--- config.mk ---
export PLATFORM = sky130hd
export DESIGN_NAME = led_pwm_ctrl
export DESIGN_NICKNAME = d
export VERILOG_FILES = /design/src/rtl/led_pwm_pkg.sv /design/src/rtl/led_pwm_envelope.sv /design/src/rtl/led_pwm_ctrl.sv
export SDC_FILE = /design/constraint.sdc
export NUM_CORES = 2
export LEC_CHECK = 0
export ABC_CLOCK_PERIOD_IN_PS = 8400
export CELL_PAD_IN_SITES_DETAIL_PLACEMENT = 0
export CELL_PAD_IN_SITES_GLOBAL_PLACEMENT = 2
export CORE_MARGIN = 5
export CORE_UTILIZATION = 41
export CTS_CLUSTER_SIZE = 14
export DETAILED_ROUTE_END_ITERATION = 8
export GPL_ROUTABILITY_DRIVEN = 0
export PLACE_DENSITY = 0.83
export SLEW_MARGIN = 20
export SYNTH_ARGS = -nofsm -noshare
export SYNTH_HDL_FRONTEND = slang
export SYNTH_SLANG_ARGS = --single-unit
--- constraint.sdc ---
create_clock -name clk -period 8.4 [get_ports clk]
set_clock_uncertainty 0.05 [all_clocks]
set_input_delay 1.68 -clock clk [delete_from_list [all_inputs] [get_ports clk]]
set_output_delay 1.68 -clock clk [all_outputs]
set_load 0.01 [all_outputs]
--- src/rtl/led_pwm_pkg.sv ---
// led_pwm_pkg: channel mode encodings shared by the LED PWM controller.
package led_pwm_pkg;
  localparam int MODE_W = 2;
  localparam logic [MODE_W-1:0] MODE_OFF     = 2'd0;
  localparam logic [MODE_W-1:0] MODE_STATIC  = 2'd1;
  localparam logic [MODE_W-1:0] MODE_BLINK   = 2'd2;
  localparam logic [MODE_W-1:0] MODE_BREATHE = 2'd3;
endpackage

--- src/rtl/led_pwm_envelope.sv ---
// led_pwm_envelope: prescaled tick, shared triangle envelope and blink phase.
module led_pwm_envelope #(
  parameter int PWM_BITS    = 8,
  parameter int PRESCALE    = 1024,
  parameter int BLINK_TICKS = 128
) (
  input  logic                clk,
  input  logic                rst,
  output logic [PWM_BITS-1:0] env_o,
  output logic                blink_phase_o,
  output logic                tick_o
);
  localparam int PS_W = $clog2(PRESCALE);
  localparam int BT_W = BLINK_TICKS > 1 ? $clog2(BLINK_TICKS) : 1;
  localparam logic [PS_W-1:0] PS_MAX = PS_W'(PRESCALE - 1);
  localparam logic [BT_W-1:0] BT_MAX = BT_W'(BLINK_TICKS - 1);
  localparam logic [PWM_BITS-1:0] ENV_MAX = '1;
  logic [PS_W-1:0] pre_q, pre_d;
  logic [BT_W-1:0] bcnt_q, bcnt_d;
  logic [PWM_BITS-1:0] env_q, env_d;
  logic dir_q, dir_d, phase_q, phase_d, tick, bwrap;
  always_comb begin
    tick    = pre_q == PS_MAX;
    pre_d   = tick ? '0 : pre_q + 1'b1;
    env_d   = !tick ? env_q : dir_q ? env_q - 1'b1 : env_q + 1'b1;
    // direction flips on the tick that lands on an extreme, so env never wraps
    dir_d   = !tick ? dir_q : dir_q ? (env_d != '0) : (env_d == ENV_MAX);
    bwrap   = tick & (bcnt_q == BT_MAX);
    bcnt_d  = bwrap ? '0 : tick ? bcnt_q + 1'b1 : bcnt_q;
    phase_d = phase_q ^ bwrap;
  end
  always_ff @(posedge clk) begin
    if (rst) begin
      pre_q   <= '0;
      bcnt_q  <= '0;
      env_q   <= '0;
      dir_q   <= 1'b0;
      phase_q <= 1'b0;
    end else begin
      pre_q   <= pre_d;
      bcnt_q  <= bcnt_d;
      env_q   <= env_d;
      dir_q   <= dir_d;
      phase_q <= phase_d;
    end
  end
  assign env_o         = env_q;
  assign blink_phase_o = phase_q;
  assign tick_o        = tick;
endmodule

--- src/rtl/led_pwm_ctrl.sv ---
// led_pwm_ctrl: N_CH-channel PWM LED driver with double-buffered per-channel
// mode/duty configuration committed at each PWM period boundary.
module led_pwm_ctrl
  import led_pwm_pkg::*;
#(
  parameter int N_CH        = 8,
  parameter int PWM_BITS    = 8,
  parameter int PRESCALE    = 1024,
  parameter int BLINK_TICKS = 128,
  localparam int CH_W = N_CH > 1 ? $clog2(N_CH) : 1
) (
  input  logic                clk,
  input  logic                rst,
  input  logic                cfg_valid,
  output logic                cfg_ready,
  input  logic [CH_W-1:0]     cfg_ch,
  input  logic [MODE_W-1:0]   cfg_mode,
  input  logic [PWM_BITS-1:0] cfg_duty,
  output logic                cfg_err,
  output logic [N_CH-1:0]     led
);
  localparam logic [PWM_BITS-1:0] CNT_MAX = '1;
  logic [PWM_BITS-1:0] pwm_cnt_q, env;
  logic blink_phase, tick_unused, commit, accept, err_q;
  led_pwm_envelope #(
    .PWM_BITS   (PWM_BITS),
    .PRESCALE   (PRESCALE),
    .BLINK_TICKS(BLINK_TICKS)
  ) u_env (
    .clk          (clk),
    .rst          (rst),
    .env_o        (env),
    .blink_phase_o(blink_phase),
    .tick_o       (tick_unused)
  );
  // ready drops in the commit cycle so a write can never race the copy
  assign commit    = pwm_cnt_q == CNT_MAX;
  assign cfg_ready = ~rst & ~commit;
  assign accept    = cfg_valid & cfg_ready;
  assign cfg_err   = err_q;
  always_ff @(posedge clk) begin
    if (rst) begin
      pwm_cnt_q <= '0;
      err_q     <= 1'b0;
    end else begin
      pwm_cnt_q <= pwm_cnt_q + 1'b1;
      err_q     <= accept & ({1'b0, cfg_ch} >= (CH_W + 1)'(N_CH));
    end
  end
  for (genvar i = 0; i < N_CH; i++) begin : g_ch
    logic [MODE_W-1:0] pmode_q, amode_q;
    logic [PWM_BITS-1:0] pduty_q, aduty_q, breathe, eff;
    logic wr, on_q;
    assign wr = accept & (cfg_ch == CH_W'(i));
    always_comb begin
      breathe = PWM_BITS'(({{PWM_BITS{1'b0}}, aduty_q} * {{PWM_BITS{1'b0}}, env}) >> PWM_BITS);
      eff     = amode_q == MODE_OFF    ? '0 :
                amode_q == MODE_STATIC ? aduty_q :
                amode_q == MODE_BLINK  ? (blink_phase ? aduty_q : '0) : breathe;
    end
    always_ff @(posedge clk) begin
      if (rst) begin
        pmode_q <= MODE_OFF;
        pduty_q <= '0;
        amode_q <= MODE_OFF;
        aduty_q <= '0;
        on_q    <= 1'b0;
      end else begin
        if (wr) begin
          pmode_q <= cfg_mode;
          pduty_q <= cfg_duty;
        end
        if (commit) begin
          amode_q <= pmode_q;
          aduty_q <= pduty_q;
        end
        on_q <= eff > pwm_cnt_q;
      end
    end
    assign led[i] = on_q;
  end
endmodule

== Word-level counts from Yosys, hierarchy flattened ==
Index checks and enable logic that the tools add are counted.

* Output and inout bits: 10
* Register bits: 203
* Input port bits: 16

* Multiply operators: 8
* Reductions and logical operators: 12
* Equality and inequality tests: 27
* $add $sub $neg: 5
* Mux-type cells: 35
* Order comparisons: 8
* Bitwise operators: 14

{| class="wikitable"
|+ Operators by type and width
! operator !! count
|-
| $mux W8 || 34
|-
| $mul A8 B8 Y16 || 8
|-
| $gt A8 B8 Y1 || 8
|-
| $add A8 B1 Y8 const B || 2
|-
| $eq A2 B1 Y1 const B || 8
|-
| $eq A2 B2 Y1 const B || 8
|-
| $eq A8 B8 Y1 const B || 2
|-
| $logic_not A2 Y1 || 8
|-
| $eq A3 B3 Y1 const B || 4
|-
| $and A1 B1 Y1 || 11
|-
| $add A10 B1 Y10 const B || 1
|-
| $eq A10 B10 Y1 const B || 1
|-
| $reduce_bool A8 Y1 || 1
|-
| $sub A8 B1 Y8 const B || 1
|-
| $add A7 B1 Y7 const B || 1
|-
| $eq A7 B7 Y1 const B || 1
|-
| $eq A3 B2 Y1 const B || 2
|-
| $reduce_or A2 Y1 || 2
|-
| $eq A3 B1 Y1 const B || 1
|-
| $logic_not A3 Y1 || 1
|-
| $not A1 Y1 || 2
|-
| $mux W1 || 1
|-
| $xor A1 B1 Y1 || 1
|}

== Logic depth before layout (Yosys ltp) ==
* Depth after elaboration: 5
* Depth in mapped cells: 27
* Gate-level depth less buffers: 25

== By module ==
Synthesis repeated with hierarchy kept, for this count alone.

* Cell total of the unflattened synthesis: 3,026
* Area, all modules: 25,869.8 µm²

{| class="wikitable"
|+ Modules (own cells, without submodules)
! module !! times used !! sequential area each (µm²) !! cells each !! area each (µm²)
|-
| led_pwm_ctrl || 1 || 3,523.4 || 2,847 || 24,338.3
|-
| led_pwm_envelope || 1 || 540.5 || 179 || 1,531.5
|}

== Least setup slack after synthesis ==
No wires, ideal clock.

* Path type: register to register
* From: reg u_env.env_q[2] (netlist: u_env.env_o[2])
* To: reg g_ch[0].on_q
* Data arrival time: 5.622 ns
* Path slack: 2.596 ns
* Required time: 8.218 ns
* Period minus slack after synthesis: 5.804 ns
* Stages on the path, launching flop included: 24
* Setup time: 0.132 ns
* Path buffers: 2
* Cell sequence: dfxtp_1 -> clkbuf_1 -> clkbuf_1 -> nand2_1 -> fa_1 -> fa_1 -> inv_1 -> fa_1 -> inv_1 -> fa_1 -> inv_1 -> ha_1 -> a21oi_1 -> nor2b_1 -> a41o_1 -> a41o_1 -> o21a_1 -> or3_1 -> a32o_1 -> ha_1 -> a21o_1 -> a21o_1 -> a211oi_1 -> nor3_1

* Longest elaborated chain between the ends: 5

{| class="wikitable"
|+ RTL lines
! element !! RTL line !! text
|-
| start: declaration || led_pwm_envelope.sv:20 || <nowiki>logic [PWM_BITS-1:0] env_q, env_d;</nowiki>
|-
| start signal: assignment || led_pwm_envelope.sv:42 || <nowiki>env_q <= env_d;</nowiki>
|-
| $mul A8 B8 Y16 || led_pwm_ctrl.sv:56 || <nowiki>breathe = PWM_BITS'(({{PWM_BITS{1'b0}}, aduty_q} * {{PWM_BITS{1'b0}}, env}) >> PWM_BITS);</nowiki>
|-
| $mux W8 || led_pwm_ctrl.sv:59 || <nowiki>amode_q == MODE_BLINK ? (blink_phase ? aduty_q : '0) : breathe;</nowiki>
|-
| $mux W8 || led_pwm_ctrl.sv:58 || <nowiki>amode_q == MODE_STATIC ? aduty_q :</nowiki>
|-
| $mux W8 || led_pwm_ctrl.sv:57 || <nowiki>eff = amode_q == MODE_OFF ? '0 :</nowiki>
|-
| $gt A8 B8 Y1 || led_pwm_ctrl.sv:77 || <nowiki>on_q <= eff > pwm_cnt_q;</nowiki>
|-
| end signal: assignment || led_pwm_ctrl.sv:77 ||
|-
| end: declaration || led_pwm_ctrl.sv:53 || <nowiki>logic wr, on_q;</nowiki>
|}

No other way between the ends.
A chain may end at the register's enable or synchronous reset.

== Final worst setup path ==
* From: reg u_env.env_q[4] (netlist: u_env.env_o[4])
* To: reg g_ch[1].on_q

* Longest elaborated chain between the ends: 5

{| class="wikitable"
|+ RTL lines
! element !! RTL line
|-
| $mul A8 B8 Y16 || led_pwm_ctrl.sv:56
|-
| $mux W8 || led_pwm_ctrl.sv:59
|-
| $mux W8 || led_pwm_ctrl.sv:58
|-
| $mux W8 || led_pwm_ctrl.sv:57
|-
| $gt A8 B8 Y1 || led_pwm_ctrl.sv:77
|-
| end signal: assignment || led_pwm_ctrl.sv:77
|-
| end: declaration || led_pwm_ctrl.sv:53
|}

No other way between the ends.

==> qor.csv <==
metric;value;unit
core box area;0.0606;mm^2
Post-Route WL;66200;um
TNS Setup;0;ps
Max rail drop VDD;176;uV
leakage power;0.0132;uW
DP Wirelength;47400;um
asr flop ratio synth;0;
placed cell area;0.0260;mm^2
outcome;complete, no violations;
Hold Crit Class;flip-flop to flip-flop;
syn nets;3576;
mapped cell area;0.0252;mm^2
Routed Antenna Nets;0;
delay of the slowest critical-path stage;820;ps
final setup violation count;0;
Post-CTS Repair Setup Buffers;0;
CTS HTree Levels;1;
Final Cycle Share;0.763;
Min Hold Slack;389;ps
area of the multi-input gates;0.0191;mm^2
top-area cell type share of the netlist area;0.223;
# rows;90;
Total GRT Usage;0.199;
startpoint types;flip-flop;
Post-synth EDFFs;0;
grt met2 use;0.324;
critical path's slowest cell;dfxtp_2;
DRT iter0 DRCs;925;
max_slew headroom;0.195;
initial antenna violation count;3;
met1 global-route usage;0.275;
Initial Util;0.416;
Worst Setup SP;u_env.env_o[4];
critical-path cell list;buf_4 > nand2_1 > fa_1 > fa_1 > inv_1 > fa_1 > inv_1 > fa_1 > inv_1 > ha_1 > o21a_1 > o21ai_0 > o31ai_1 > o41a_1 > xor2_1 > nand2_1 > a31oi_1 > ha_1 > a21o_1 > a21o_1 > a211oi_1 > nor3_1;
ys flop type;dfxtp_1;
Fin. Hold Viols;0;
final std cells w/o fill;3655;
stages on the worst setup path;22;
worst hold path stage count;2;
first-pass iteration count of the detailed router;5;
placed cells;3609;
post-cts resize count;0;
# port buffers;24;
Residual DRC;0;
Die Width;258;um
Ports;26;
first-pass GRT wire length;107000;um
gr ovfl total;0;
reg2reg start;u_env.env_o[4];
clk root buf;clkbuf_16;
maximum clock frequency;156;MHz
Nets;3488;
worst skew pair latency;550;ps
CP endpoint kind;flip-flop;
syn avg cell area;8.56;um^2
Slew Limit Fails;0;
largest net degree at the start of global routing;81;
die area;0.0665;mm^2
Post-Syn Instances;2942;
# fillers;5931;
register area share after synthesis;0.161;
Hold Crit Start;g_ch[4].pduty_q[6];
kind of critical path;flip-flop to flip-flop;
CP delay by family, top;adder cells;
Via Count;18900;
min Tclk post-route;6410;ps
wire per inst;18.1;um
Ys Warns;0;
Netlist cell types;66;
Worst EP required;8760;ps
RSZ-0062 raised after global routing;no;
met3 Usage GRT;0.0282;
Crit Path Max Fanout;34;
Layout area overhead;6.70;%
Max Buffers Root-to-Sink;3;
synth top area cells;fa_1 (22%), ha_1 (17%), dfxtp_1 (16%), and2_1 (10%), inv_1 (5.3%);
Synth Register Bits;203;
vias in the first global route;19600;
CTS tree;yes;
power per cell area;85.8;mW/mm^2
GRT busiest layer;met2;
hold_buf cts;0;
clk slew on worst S/H paths;70;ps
CTS Sinks;203;
Reg2Reg Depth;22;
Pwr Total;2310;uW
crit path buf inv count;4;
Final Cell Area;0.0269;mm^2
share of cells above drive strength 1;0.0355;
flip-flop and latch area;0.00407;mm^2
maxcap violations;0;
Most common cell on crit path;fa_1;
vias per cell;5.18;
crit path DAT;6770;ps
Synth area leader;fa_1;
CTS Buf Count;25;
Die Ht;258;um
Slew @ Worst Pin;1200;ps
# diodes;0;
[flip-flops by register name, indices dropped and copies added, names as in the netlist]
register,count
g_ch.aduty_q,64
g_ch.pduty_q,64
g_ch.amode_q,16
g_ch.pmode_q,16
u_env.pre_q,10
g_ch.on_q,8
pwm_cnt_q,8
u_env.env_o,8
u_env.bcnt_q,7
u_env.blink_phase_o,1
u_env.dir_q,1
[path summary, 6_finish.rpt]
kind | to | slack (ps)
worst min register to register | g_ch[4].aduty_q[6] | 390
worst max-delay path | g_ch[1].on_q | 1990
worst min-delay path | g_ch[4].aduty_q[6] | 390
worst max register to register | g_ch[1].on_q | 1990
[layout make-up]
cell class / instances / area share
sequential: 203 / 0.152
clock inverter: 14 / 0.00796
timing repair buffer: 48 / 0.0162
clock buffer: 32 / 0.0257
inverter: 361 / 0.0504
multi-input combinational: 2215 / 0.712
tap: 782 / 0.0364
[routing by layer]
metal / up-vias / part of all wire
met3: 103 / 0.042
met4: 2 / 0.038
met1: 9264 / 0.47
li1: 9272 / -
met2: 281 / 0.45
met5: - / 0.00011
[cells in the mapped netlist, types with 38 or more instances]
cell type  instances
xnor2_1           41
nor2_1           160
o21ai_0           45
clkbuf_1         132
a21oi_1          153
inv_1            358
dfxtp_1          203
ha_1             337
fa_1             281
and2_1           418
nand2_1          331
xor2_1            40
nor3_1            38
mux2i_1           84
[through the flow]
step | utilization | setup WS [ps]
2_1_floorplan | - | 2600
3_3_place_gp | 0.429 | 2110
3_5_place_dp | 0.429 | 2030
4_1_cts | 0.444 | 2000
5_1_grt | 0.444 | 1600
6_report | 0.444 | 1990
[logic make-up (layout without fill, tap and decap cells)]
kind of cell / count (synthesis) / count (layout) / synth area share
and+or+nand+nor: 1081 / 1081 / 0.220
adders and majority gates: 618 / 618 / 0.391
buffers and inverters: 524 / 455 / 0.0806
AOI/OAI and AO/OA: 342 / 342 / 0.0824
DFF: 203 / 203 / 0.161
muxes: 92 / 92 / 0.0370
xor gates and xnor gates: 81 / 81 / 0.0282
other: 1 / 1 / 0.000149
[tightest hold or removal path: stages (launching register included)]
cell     delay [ps]
dfxtp_1         310
nand2_1          50
a21oi_1          50
[report_power, final]
| group | internal (uW) | total, uW | switching (uW) |
|---|---|---|---|
| Sequential | 974 | 980 | 6.24 |
| Clock | 740 | 1210 | 465 |
| Combinational | 43.7 | 121 | 77.5 |
| Total | 1760 | 2310 | 549 |
[layout by cell type, fill, tap and decap left out, drive strengths merged, types with 5 or more instances in the layout]
master / instances
a211oi: 15
a21o: 22
a21oi: 153
a22o: 9
a22oi: 6
a31oi: 12
and2: 418
and3: 6
buf: 25
bufinv: 5
clkbuf: 32
clkdlybuf4s50: 23
clkinv: 6
dfxtp: 203
fa: 281
ha: 337
inv: 364
mux2: 8
mux2i: 84
nand2: 332
nand2b: 13
nand3: 27
nand4: 28
nor2: 161
nor2b: 23
nor3: 38
o21a: 11
o21ai: 63
o21bai: 6
o31ai: 16
or3: 5
xnor2: 41
xor2: 40
Power figures use the tool's default switching activity.
